--- src/rtl/rice_riscv_inst_encoder.sv ---
`default_nettype none
// ============================================================================
// Module   : rice_riscv_inst_encoder
// Brief    : Streaming RV32I/Zicsr/Zifencei encoder. Symbolic requests in,
//            32-bit instruction words out. Optional LI expansion is enabled
//            by defining RICE_RISCV_INST_ENCODER_LI_EN.
// Revision : 1.0 - initial release
// ============================================================================
module rice_riscv_inst_encoder #(
    parameter int COUNT_WIDTH = 16
) (
    input  logic                   i_clk,
    input  logic                   i_rst,
    input  logic                   i_req_valid,
    output logic                   o_req_ready,
    input  logic [5:0]             i_req_op,
    input  logic [4:0]             i_req_rd,
    input  logic [4:0]             i_req_rs1,
    input  logic [4:0]             i_req_rs2,
    input  logic [31:0]            i_req_imm,
    output logic                   o_inst_valid,
    input  logic                   i_inst_ready,
    output logic [31:0]            o_inst,
    output logic                   o_inst_error,
    output logic                   o_inst_last,
    output logic [COUNT_WIDTH-1:0] o_inst_count
);

    localparam logic [6:0] c_opc_lui      = 7'b0110111;
    localparam logic [6:0] c_opc_auipc    = 7'b0010111;
    localparam logic [6:0] c_opc_jal      = 7'b1101111;
    localparam logic [6:0] c_opc_jalr     = 7'b1100111;
    localparam logic [6:0] c_opc_branch   = 7'b1100011;
    localparam logic [6:0] c_opc_load     = 7'b0000011;
    localparam logic [6:0] c_opc_store    = 7'b0100011;
    localparam logic [6:0] c_opc_op_imm   = 7'b0010011;
    localparam logic [6:0] c_opc_op       = 7'b0110011;
    localparam logic [6:0] c_opc_misc_mem = 7'b0001111;
    localparam logic [6:0] c_opc_system   = 7'b1110011;

    localparam logic [3:0] c_fmt_ill   = 4'd0;
    localparam logic [3:0] c_fmt_r     = 4'd1;
    localparam logic [3:0] c_fmt_i     = 4'd2;
    localparam logic [3:0] c_fmt_s     = 4'd3;
    localparam logic [3:0] c_fmt_b     = 4'd4;
    localparam logic [3:0] c_fmt_u     = 4'd5;
    localparam logic [3:0] c_fmt_j     = 4'd6;
    localparam logic [3:0] c_fmt_sh    = 4'd7;
    localparam logic [3:0] c_fmt_csr   = 4'd8;
    localparam logic [3:0] c_fmt_fence = 4'd9;
    localparam logic [3:0] c_fmt_raw   = 4'd10;
`ifdef RICE_RISCV_INST_ENCODER_LI_EN
    localparam logic [3:0] c_fmt_li    = 4'd11;
    localparam logic [0:0] c_st_idle   = 1'b0;
    localparam logic [0:0] c_st_second = 1'b1;
`endif

    localparam logic [COUNT_WIDTH-1:0] c_count_one = COUNT_WIDTH'(1);

    logic [3:0]  w_fmt;
    logic [2:0]  w_f3;
    logic        w_alt;
    logic [6:0]  w_opc;
    logic [31:0] w_raw;
    logic [31:0] w_word;
    logic        w_fail;
    logic        w_two;
    logic [31:0] w_load_word;
    logic        w_s12;
    logic        w_s13;
    logic        w_s21;
    logic        w_idle;
    logic        w_out_free;
    logic        w_accept;

    logic                   r_valid;
    logic [31:0]            r_inst;
    logic                   r_error;
    logic                   r_last;
    logic [COUNT_WIDTH-1:0] r_count;

`ifdef RICE_RISCV_INST_ENCODER_LI_EN
    logic [31:0] w_second;
    logic [19:0] w_li_hi;
    logic [0:0]  r_state;
    logic [31:0] r_pend;
`endif

    // Operation index -> format, funct3, funct7[5] and major opcode
    always_comb begin
        w_fmt = c_fmt_ill;
        w_f3  = 3'd0;
        w_alt = 1'b0;
        w_opc = 7'd0;
        w_raw = 32'h0;
        case (i_req_op)
            6'd0:  begin w_fmt = c_fmt_u; w_opc = c_opc_lui; end
            6'd1:  begin w_fmt = c_fmt_u; w_opc = c_opc_auipc; end
            6'd2:  begin w_fmt = c_fmt_j; w_opc = c_opc_jal; end
            6'd3:  begin w_fmt = c_fmt_i; w_opc = c_opc_jalr; end
            6'd4:  begin w_fmt = c_fmt_b; w_opc = c_opc_branch; w_f3 = 3'd0; end
            6'd5:  begin w_fmt = c_fmt_b; w_opc = c_opc_branch; w_f3 = 3'd1; end
            6'd6:  begin w_fmt = c_fmt_b; w_opc = c_opc_branch; w_f3 = 3'd4; end
            6'd7:  begin w_fmt = c_fmt_b; w_opc = c_opc_branch; w_f3 = 3'd5; end
            6'd8:  begin w_fmt = c_fmt_b; w_opc = c_opc_branch; w_f3 = 3'd6; end
            6'd9:  begin w_fmt = c_fmt_b; w_opc = c_opc_branch; w_f3 = 3'd7; end
            6'd10: begin w_fmt = c_fmt_i; w_opc = c_opc_load; w_f3 = 3'd0; end
            6'd11: begin w_fmt = c_fmt_i; w_opc = c_opc_load; w_f3 = 3'd1; end
            6'd12: begin w_fmt = c_fmt_i; w_opc = c_opc_load; w_f3 = 3'd2; end
            6'd13: begin w_fmt = c_fmt_i; w_opc = c_opc_load; w_f3 = 3'd4; end
            6'd14: begin w_fmt = c_fmt_i; w_opc = c_opc_load; w_f3 = 3'd5; end
            6'd15: begin w_fmt = c_fmt_s; w_opc = c_opc_store; w_f3 = 3'd0; end
            6'd16: begin w_fmt = c_fmt_s; w_opc = c_opc_store; w_f3 = 3'd1; end
            6'd17: begin w_fmt = c_fmt_s; w_opc = c_opc_store; w_f3 = 3'd2; end
            6'd18: begin w_fmt = c_fmt_i; w_opc = c_opc_op_imm; w_f3 = 3'd0; end
            6'd19: begin w_fmt = c_fmt_i; w_opc = c_opc_op_imm; w_f3 = 3'd2; end
            6'd20: begin w_fmt = c_fmt_i; w_opc = c_opc_op_imm; w_f3 = 3'd3; end
            6'd21: begin w_fmt = c_fmt_i; w_opc = c_opc_op_imm; w_f3 = 3'd4; end
            6'd22: begin w_fmt = c_fmt_i; w_opc = c_opc_op_imm; w_f3 = 3'd6; end
            6'd23: begin w_fmt = c_fmt_i; w_opc = c_opc_op_imm; w_f3 = 3'd7; end
            6'd24: begin w_fmt = c_fmt_sh; w_opc = c_opc_op_imm; w_f3 = 3'd1; end
            6'd25: begin w_fmt = c_fmt_sh; w_opc = c_opc_op_imm; w_f3 = 3'd5; end
            6'd26: begin w_fmt = c_fmt_sh; w_opc = c_opc_op_imm; w_f3 = 3'd5; w_alt = 1'b1; end
            6'd27: begin w_fmt = c_fmt_r; w_opc = c_opc_op; w_f3 = 3'd0; end
            6'd28: begin w_fmt = c_fmt_r; w_opc = c_opc_op; w_f3 = 3'd0; w_alt = 1'b1; end
            6'd29: begin w_fmt = c_fmt_r; w_opc = c_opc_op; w_f3 = 3'd1; end
            6'd30: begin w_fmt = c_fmt_r; w_opc = c_opc_op; w_f3 = 3'd2; end
            6'd31: begin w_fmt = c_fmt_r; w_opc = c_opc_op; w_f3 = 3'd3; end
            6'd32: begin w_fmt = c_fmt_r; w_opc = c_opc_op; w_f3 = 3'd4; end
            6'd33: begin w_fmt = c_fmt_r; w_opc = c_opc_op; w_f3 = 3'd5; end
            6'd34: begin w_fmt = c_fmt_r; w_opc = c_opc_op; w_f3 = 3'd5; w_alt = 1'b1; end
            6'd35: begin w_fmt = c_fmt_r; w_opc = c_opc_op; w_f3 = 3'd6; end
            6'd36: begin w_fmt = c_fmt_r; w_opc = c_opc_op; w_f3 = 3'd7; end
            6'd37: begin w_fmt = c_fmt_fence; w_opc = c_opc_misc_mem; end
            6'd38: begin w_fmt = c_fmt_raw; w_raw = 32'h0000100F; end
            6'd39: begin w_fmt = c_fmt_raw; w_raw = 32'h00000073; end
            6'd40: begin w_fmt = c_fmt_raw; w_raw = 32'h00100073; end
            6'd41: begin w_fmt = c_fmt_raw; w_raw = 32'h30200073; end
            6'd42: begin w_fmt = c_fmt_csr; w_opc = c_opc_system; w_f3 = 3'd1; end
            6'd43: begin w_fmt = c_fmt_csr; w_opc = c_opc_system; w_f3 = 3'd2; end
            6'd44: begin w_fmt = c_fmt_csr; w_opc = c_opc_system; w_f3 = 3'd3; end
            6'd45: begin w_fmt = c_fmt_csr; w_opc = c_opc_system; w_f3 = 3'd5; end
            6'd46: begin w_fmt = c_fmt_csr; w_opc = c_opc_system; w_f3 = 3'd6; end
            6'd47: begin w_fmt = c_fmt_csr; w_opc = c_opc_system; w_f3 = 3'd7; end
`ifdef RICE_RISCV_INST_ENCODER_LI_EN
            6'd48: begin w_fmt = c_fmt_li; w_opc = c_opc_op_imm; end
`endif
            default: w_fmt = c_fmt_ill;
        endcase
    end

    // Sign-extension checks: every bit above the field's sign bit must match it
    assign w_s12 = (&i_req_imm[31:11]) | ~(|i_req_imm[31:11]);
    assign w_s13 = (&i_req_imm[31:12]) | ~(|i_req_imm[31:12]);
    assign w_s21 = (&i_req_imm[31:20]) | ~(|i_req_imm[31:20]);

`ifdef RICE_RISCV_INST_ENCODER_LI_EN
    // Rounds up the upper part when the low 12 bits sign-extend negative
    assign w_li_hi = i_req_imm[31:12] + {19'd0, i_req_imm[11]};
`endif

    always_comb begin
        w_word = 32'h0;
        w_fail = 1'b0;
        w_two  = 1'b0;
`ifdef RICE_RISCV_INST_ENCODER_LI_EN
        w_second = 32'h0;
`endif
        case (w_fmt)
            c_fmt_r: w_word = {1'b0, w_alt, 5'd0, i_req_rs2, i_req_rs1, w_f3, i_req_rd, w_opc};
            c_fmt_i: begin
                w_word = {i_req_imm[11:0], i_req_rs1, w_f3, i_req_rd, w_opc};
                w_fail = ~w_s12;
            end
            c_fmt_s: begin
                w_word = {i_req_imm[11:5], i_req_rs2, i_req_rs1, w_f3, i_req_imm[4:0], w_opc};
                w_fail = ~w_s12;
            end
            c_fmt_b: begin
                w_word = {i_req_imm[12], i_req_imm[10:5], i_req_rs2, i_req_rs1, w_f3,
                          i_req_imm[4:1], i_req_imm[11], w_opc};
                w_fail = ~w_s13 | i_req_imm[0];
            end
            c_fmt_u: begin
                w_word = {i_req_imm[31:12], i_req_rd, w_opc};
                w_fail = |i_req_imm[11:0];
            end
            c_fmt_j: begin
                w_word = {i_req_imm[20], i_req_imm[10:1], i_req_imm[11], i_req_imm[19:12],
                          i_req_rd, w_opc};
                w_fail = ~w_s21 | i_req_imm[0];
            end
            c_fmt_sh: begin
                w_word = {1'b0, w_alt, 5'd0, i_req_imm[4:0], i_req_rs1, w_f3, i_req_rd, w_opc};
                w_fail = |i_req_imm[31:5];
            end
            c_fmt_csr: begin
                w_word = {i_req_imm[11:0], i_req_rs1, w_f3, i_req_rd, w_opc};
                w_fail = |i_req_imm[31:12];
            end
            c_fmt_fence: begin
                w_word = {4'd0, i_req_imm[7:4], i_req_imm[3:0], 5'd0, 3'd0, 5'd0, w_opc};
                w_fail = |i_req_imm[31:8];
            end
            c_fmt_raw: w_word = w_raw;
`ifdef RICE_RISCV_INST_ENCODER_LI_EN
            c_fmt_li: begin
                if (w_s12) begin
                    w_word = {i_req_imm[11:0], 5'd0, 3'd0, i_req_rd, c_opc_op_imm};
                end else begin
                    w_word   = {w_li_hi, i_req_rd, c_opc_lui};
                    w_two    = |i_req_imm[11:0];
                    w_second = {i_req_imm[11:0], i_req_rd, 3'd0, i_req_rd, c_opc_op_imm};
                end
            end
`endif
            default: w_fail = 1'b1;
        endcase
    end

    assign w_load_word = w_fail ? 32'h0 : w_word;

`ifdef RICE_RISCV_INST_ENCODER_LI_EN
    assign w_idle = (r_state == c_st_idle);
`else
    assign w_idle = 1'b1;
`endif

    assign w_out_free  = ~r_valid | i_inst_ready;
    assign o_req_ready = w_idle & w_out_free & ~i_rst;
    assign w_accept    = i_req_valid & o_req_ready;

    always_ff @(posedge i_clk) begin
        if (i_rst) begin
            r_valid <= 1'b0;
            r_inst  <= 32'h0;
            r_error <= 1'b0;
            r_last  <= 1'b0;
            r_count <= '0;
`ifdef RICE_RISCV_INST_ENCODER_LI_EN
            r_state <= c_st_idle;
            r_pend  <= 32'h0;
`endif
        end else begin
            if (r_valid && i_inst_ready) begin
                r_count <= r_count + c_count_one;
            end
`ifdef RICE_RISCV_INST_ENCODER_LI_EN
            if (r_state == c_st_second) begin
                if (w_out_free) begin
                    r_valid <= 1'b1;
                    r_inst  <= r_pend;
                    r_error <= 1'b0;
                    r_last  <= 1'b1;
                    r_state <= c_st_idle;
                end
            end else
`endif
            if (w_accept) begin
                r_valid <= 1'b1;
                r_inst  <= w_load_word;
                r_error <= w_fail;
                r_last  <= ~w_two;
`ifdef RICE_RISCV_INST_ENCODER_LI_EN
                r_state <= w_two ? c_st_second : c_st_idle;
                r_pend  <= w_second;
`endif
            end else if (w_out_free) begin
                r_valid <= 1'b0;
            end
        end
    end

    assign o_inst_valid = r_valid;
    assign o_inst       = r_inst;
    assign o_inst_error = r_error;
    assign o_inst_last  = r_last;
    assign o_inst_count = r_count;

endmodule
`default_nettype wire
--- config.mk ---
export PLATFORM = sky130hd
export DESIGN_NAME = rice_riscv_inst_encoder
export DESIGN_NICKNAME = d
export VERILOG_FILES = /design/src/rtl/rice_riscv_inst_encoder.sv
export SDC_FILE = /design/constraint.sdc
export NUM_CORES = 1
export LEC_CHECK = 0
export BUFFER_PORTS_ARGS = -buffer_cell sky130_fd_sc_hd__buf_2
export CAP_MARGIN = 5
export CORE_UTILIZATION = 30
export CTS_CLUSTER_DIAMETER = 120
export DETAILED_ROUTE_END_ITERATION = 16
export PLACE_DENSITY_LB_ADDON = 0.25
export SYNTH_ARGS = -nofsm -noshare
export SYNTH_HDL_FRONTEND = slang
export SYNTH_SLANG_ARGS = --single-unit
--- constraint.sdc ---
create_clock -name i_clk -period 3.3 [get_ports i_clk]
set_input_delay 0.66 -clock i_clk [delete_from_list [all_inputs] [get_ports i_clk]]
set_output_delay 0.66 -clock i_clk [all_outputs]
set_load 0.02 [all_outputs]
### Word level (Yosys, flattened, before mapping)

Index checks and enable logic that the tools add are counted.

| cells by class | value |
|---|---|
| $add $sub $neg | 1 |
| muxes and demuxes | 10 |
| bitwise logic cells | 16 |
| reductions and logical operators | 33 |
| equality and inequality tests | 57 |

Operators by type and width:

| operator | count |
|---|---|
| $pmux 32 s9 | 1 |
| $pmux 30 s4 | 1 |
| $eq 6x5->1 const B | 16 |
| $eq 6x6->1 const B | 16 |
| $pmux 7 s11 | 1 |
| $eq 6x4->1 const B | 8 |
| $pmux 4 s10 | 1 |
| $reduce_or 12->1 | 3 |
| $mux 32 | 1 |
| $reduce_or 27->1 | 1 |
| $eq 6x3->1 const B | 4 |
| $reduce_or 24->1 | 1 |
| $pmux 3 s7 | 1 |
| $reduce_and 21->1 | 1 |
| $reduce_or 21->1 | 1 |
| $reduce_and 20->1 | 1 |
| $reduce_or 20->1 | 1 |
| $reduce_or 6->1 | 3 |
| $add 16x1->16 const B | 1 |
| $eq 4x3->1 const B | 4 |
| $reduce_or 4->1 | 4 |
| $eq 4x4->1 const B | 3 |
| $eq 6x2->1 const B | 2 |
| $reduce_and 12->1 | 1 |
| 17 further kinds | 40 |

| storage, ports and cells | value |
|---|---|
| output and inout port bits | 52 |
| logic and storage cells | 122 |
| flip-flop bits (word level) | 51 |
| input bits | 57 |

### Logic depth before layout (Yosys ltp)

| depth | value |
|---|---|
| depth in word-level cells | 7 |
| gate-level depth with buffers | 9 |
| mapped depth without buffers | 6 |

### Worst setup path after synthesis

No wires, ideal clock.

| path | value |
|---|---|
| path type | input-to-reg |
| from | input port i_req_op[1] |
| to | register r_inst[3] (netlist: o_inst[3]) |
| library setup time | 0.117 ns |
| buffers on the path | 2 |
| slack | 1.062 ns |
| stages on the path | 8 |
| data required time | 3.183 ns |
| arrival time | 2.120 ns |
| path through | buf_2 -> or2_1 -> nor4_4 -> a21boi_1 -> nor4_2 -> and3_1 -> buf_6 -> a32o_2 |

| between the ends | value |
|---|---|
| cells in the longest elaborated chain, start to end | 7 |
| elaborated cells between the ends (all ways) | 77 |
| those cells by class | 57 x eq/ne; 6 x mux; 14 x reduce/logical |

Ends and longest elaborated chain:

| what | line | RTL |
|---|---|---|
| from (decl) | 16 | `input logic [5:0] i_req_op,` |
| $eq 6x5->1 (tied with other cells) | 96 | `case (i_req_op)` |
| $reduce_or 12->1 (no source line) (tied with other cells) | -- |  |
| $pmux 4 s10 | 96 |  |
| $eq 4x4->1 (tied with other cells) | 169 | `case (w_fmt)` |
| $reduce_or 2->1 (no source line) | -- |  |
| $pmux 32 s9 or $pmux 1 s8 (tied branches) | 169 |  |
| $mux 32 * | 221 | `assign w_load_word = w_fail ? 32'h0 : w_word;` |
| to (signal assigned) | 261 | `r_inst <= w_load_word;` |
| to (decl) | 77 | `logic [31:0] r_inst;` |

Every way passes the cells marked *; elsewhere a longest branch is shown, timed or not.
A chain may end at the register's enable or synchronous reset.

### Worst setup path after layout

| path | value |
|---|---|
| from | input port i_req_op[4] |
| to | register r_inst[12] (netlist: o_inst[12]) |

Same word-level chain as after synthesis.

==> out/qor.yml <==
floorplan:
  dieHeight_um: 106
  placementRows: 37
  die_w_um: 106
  start_util_pct: 31.3
  core_area_um2: 10500
  ios: 109
  dieArea_um2: 11300
final_layout:
  final_cell_mix: "108 x buf_2, 50 x dfxtp_1, 47 x nand2_1"
  drive_gt1_share_pct: 29.4
  stdcell_count: 661
  multi_input_area_um2: 2070
  layout_commonest_cell: "buf_2"
  finish.utilization_pct: 38.7
  regArea_um2: 1000
  area_growth_pct: 23.5
  final_nets: 581
  nFillCells: 1120
yosys:
  synth_flop_cell: "dfxtp_1"
  yosysTopAreaCellShare_pct: 30.6
  synth_cell_types: 67
  async_flop_share_pct: 0
  mappedNetlistArea_um2: 3270
  synth_seq_cells: 50
  synth.top_cells.by_area: "dfxtp_1 31%, nand2_1 5.4%, a21oi_1 4.7%, o21ai_0 4.0%, nor2_1 3.6%"
  syn_area_per_cell_um2: 7.69
  synth_edf_count: 0
  seq_area_frac_synth_pct: 30.6
  synth_warnings: 0
  syn_inst: 426
  syn_nets: 484
  yosys.area.top_type: "dfxtp_1"
worst_setup_path:
  cp_max_fo: 29
  path_cells: "buf_2, and2b_1, a22o_1, a221oi_1, a21oi_1, a2111oi_0, buf_4, o21ai_1"
  slowest_delay_ns: 0.62
  crit_start: "i_req_op[4]"
  arrival_ns: 2.87
  critPathCaptureType: "flip-flop"
  critPathBufInv: 2
  path_class: "input pin to flip-flop"
  cpMaxStageDelayCell: "a2111oi_0"
  r2r_slack_ns: 1.26
  worst_ep_required_time_ns: 3.48
  startpoint_type: "input pin"
  crit_family: "compound AO/OA/AOI/OAI gates"
  r2r_start: "o_inst_count[3]$_SDFFE_PP0P_"
routing:
  routedWlPerCell_um: 16.8
  drc: 0
  viasPerCell: 5.57
  drt_iter0_drc: 263
  vias: 3685
  drt-total-wl_um: 11100
  drt_pass1_iterations: 5
  final_antenna_net_count: 0
power_and_ir_drop:
  powerDensity_nw_per_um2: 353
  leakage_nw: 1.70
  vdd_ir_drop_max_mv: 0.147
  finalPower_mw: 1.43
placed_design:
  place_inst: 652
  dp_hpwl_um: 8660
  gp_congestion: 0.955
  port_buffers: 108
sta:
  finalSetupTns_ns: 0
  rsz0062_at_grt: "no"
  relSlewSlack_pct: 53.4
  skew_ns: 0.00941
  whs_ns: 0.448
  post-route-min-period_ns: 2.69
  setup_viol: 0
  hold_viol_final: 0
  period_share_pct: 81.5
  clock.fmax_ghz: 0.372
  worst_pin_slew_ns: 0.693
  drv_slew: 0
global_routing:
  grt_max_degree: 38
  grt-ovfl-total: 0
  gr-usage-met1_pct: 26.3
  met3_usage_pct: 2.94
  grt_pass1_wl_um: 17700
  grt-busiest-layer: "met2"
  use_met2_pct: 31.7
  grt_pass1_vias: 3403
  antenna_found_initial: 1
  grtUsageTotal_pct: 19.6
cts:
  h-tree-depth: 2
  clock_latency_ns: 0.30
  clk_pin_slew_worst_paths_ns: 0.09
  cts_tree: "yes"
  cts_hold_buf: 0
  cts_buffer_depth: 2
  cts.sinks: 50
  cts_setup_buffers: 0
  numCtsBuffers: 5
  root_buffer: "clkbuf_8"
  cts_resized: 0
hold_path:
  min_from: "o_inst[8]$_SDFFE_PP0P_"
  min_path_type: "flip-flop to flip-flop"
outcome:
  status: "finished, final reports clean"
flow_run:
  maxCapViolCount: 0
synth_stat cells, types with 3 or more instances:
cell type  count
a222oi_1       3
o221ai_1       3
nand2_1       47
buf_4          3
a21oi_1       31
nor2b_1       17
and3_1         7
o22ai_1        5
o21ai_1       12
a211oi_1       4
xor2_1         7
nor3b_1        3
nand3_1       10
o32a_1         4
a22oi_1        7
dfxtp_1       50
nand4_1       10
a221oi_1       8
o21ai_2       12
buf_6          3
o21ai_0       26
a22o_1        13
nor4_1         6
inv_1          8
nand2b_1       6
or3_1          7
clkbuf_1       9
nor2_1        31
buf_2         15
nor3_1        10
o2111ai_1      3
power by group:
group	internal (mW)	switching, mW
clock	0.250	0.203
combinational	0.126	0.217
sequential	0.621	0.0117
total	0.996	0.432
path summary, 6_finish.rpt:
check	to	cells after the start
hold reg to reg	o_inst[8]$_SDFFE_PP0P_	2
setup / recovery	o_inst[12]$_SDFFE_PP0P_	8
setup reg to reg	o_inst_count[15]$_SDFFE_PP0P_	6
hold / removal	o_inst[8]$_SDFFE_PP0P_	2
layout make-up:
class	instances	share of cell area, %
well taps	136	4.21
clock buffers	6	2.04
clock inverters	2	0.959
diodes	1	0.0619
flip-flops and latches	50	24.8
inverters	9	0.835
multi-input cells	335	51.2
repair buffers	122	16.0
flip-flops by register name (all words and copies together), names as in the netlist:
signal and count:
o_inst_error 1, o_inst_count 16, o_inst_valid 1, o_inst_last 1
o_inst 31
tightest hold or removal path, delay by kind of cell, from the launching register on:
family,cells,cell delay [ns]
and+or+nand+nor,1,0.05
AOI/OAI and AO/OA,1,0.05
DFF,1,0.32
cells by family (layout without fill, tap and decap cells):
| family | count (synthesis) | after routing | synth area share, % |
|---|---|---|---|
| adders and majority gates | 1 | 1 | 0.382 |
| DFF | 50 | 50 | 30.6 |
| AOI/OAI and AO/OA | 153 | 153 | 32.5 |
| other | 0 | 1 | 0 |
| buffers and inverters | 41 | 139 | 6.30 |
| xor gates and xnor gates | 9 | 9 | 2.41 |
| muxes | 2 | 2 | 0.650 |
| and+or+nand+nor | 170 | 170 | 27.2 |
per-layer routing:
| metal | vias up | wire length [um] |
|---|---|---|
| li1 | 1787 | - |
| met2 | 141 | 5240 |
| met3 | 27 | 684 |
| met1 | 1730 | 4920 |
| met5 | - | 0 |
| met4 | 0 | 261 |
stage by stage:
stage | instance area (um^2) | setup slack (ns)
2_1_floorplan | 3270 | 1.06
3_3_place_gp | 3920 | 0.416
3_5_place_dp | 3920 | 0.403
4_1_cts | 4040 | 0.727
5_1_grt | 4040 | 0.523
6_report | 4040 | 0.611
Power figures use the tool's default switching activity.
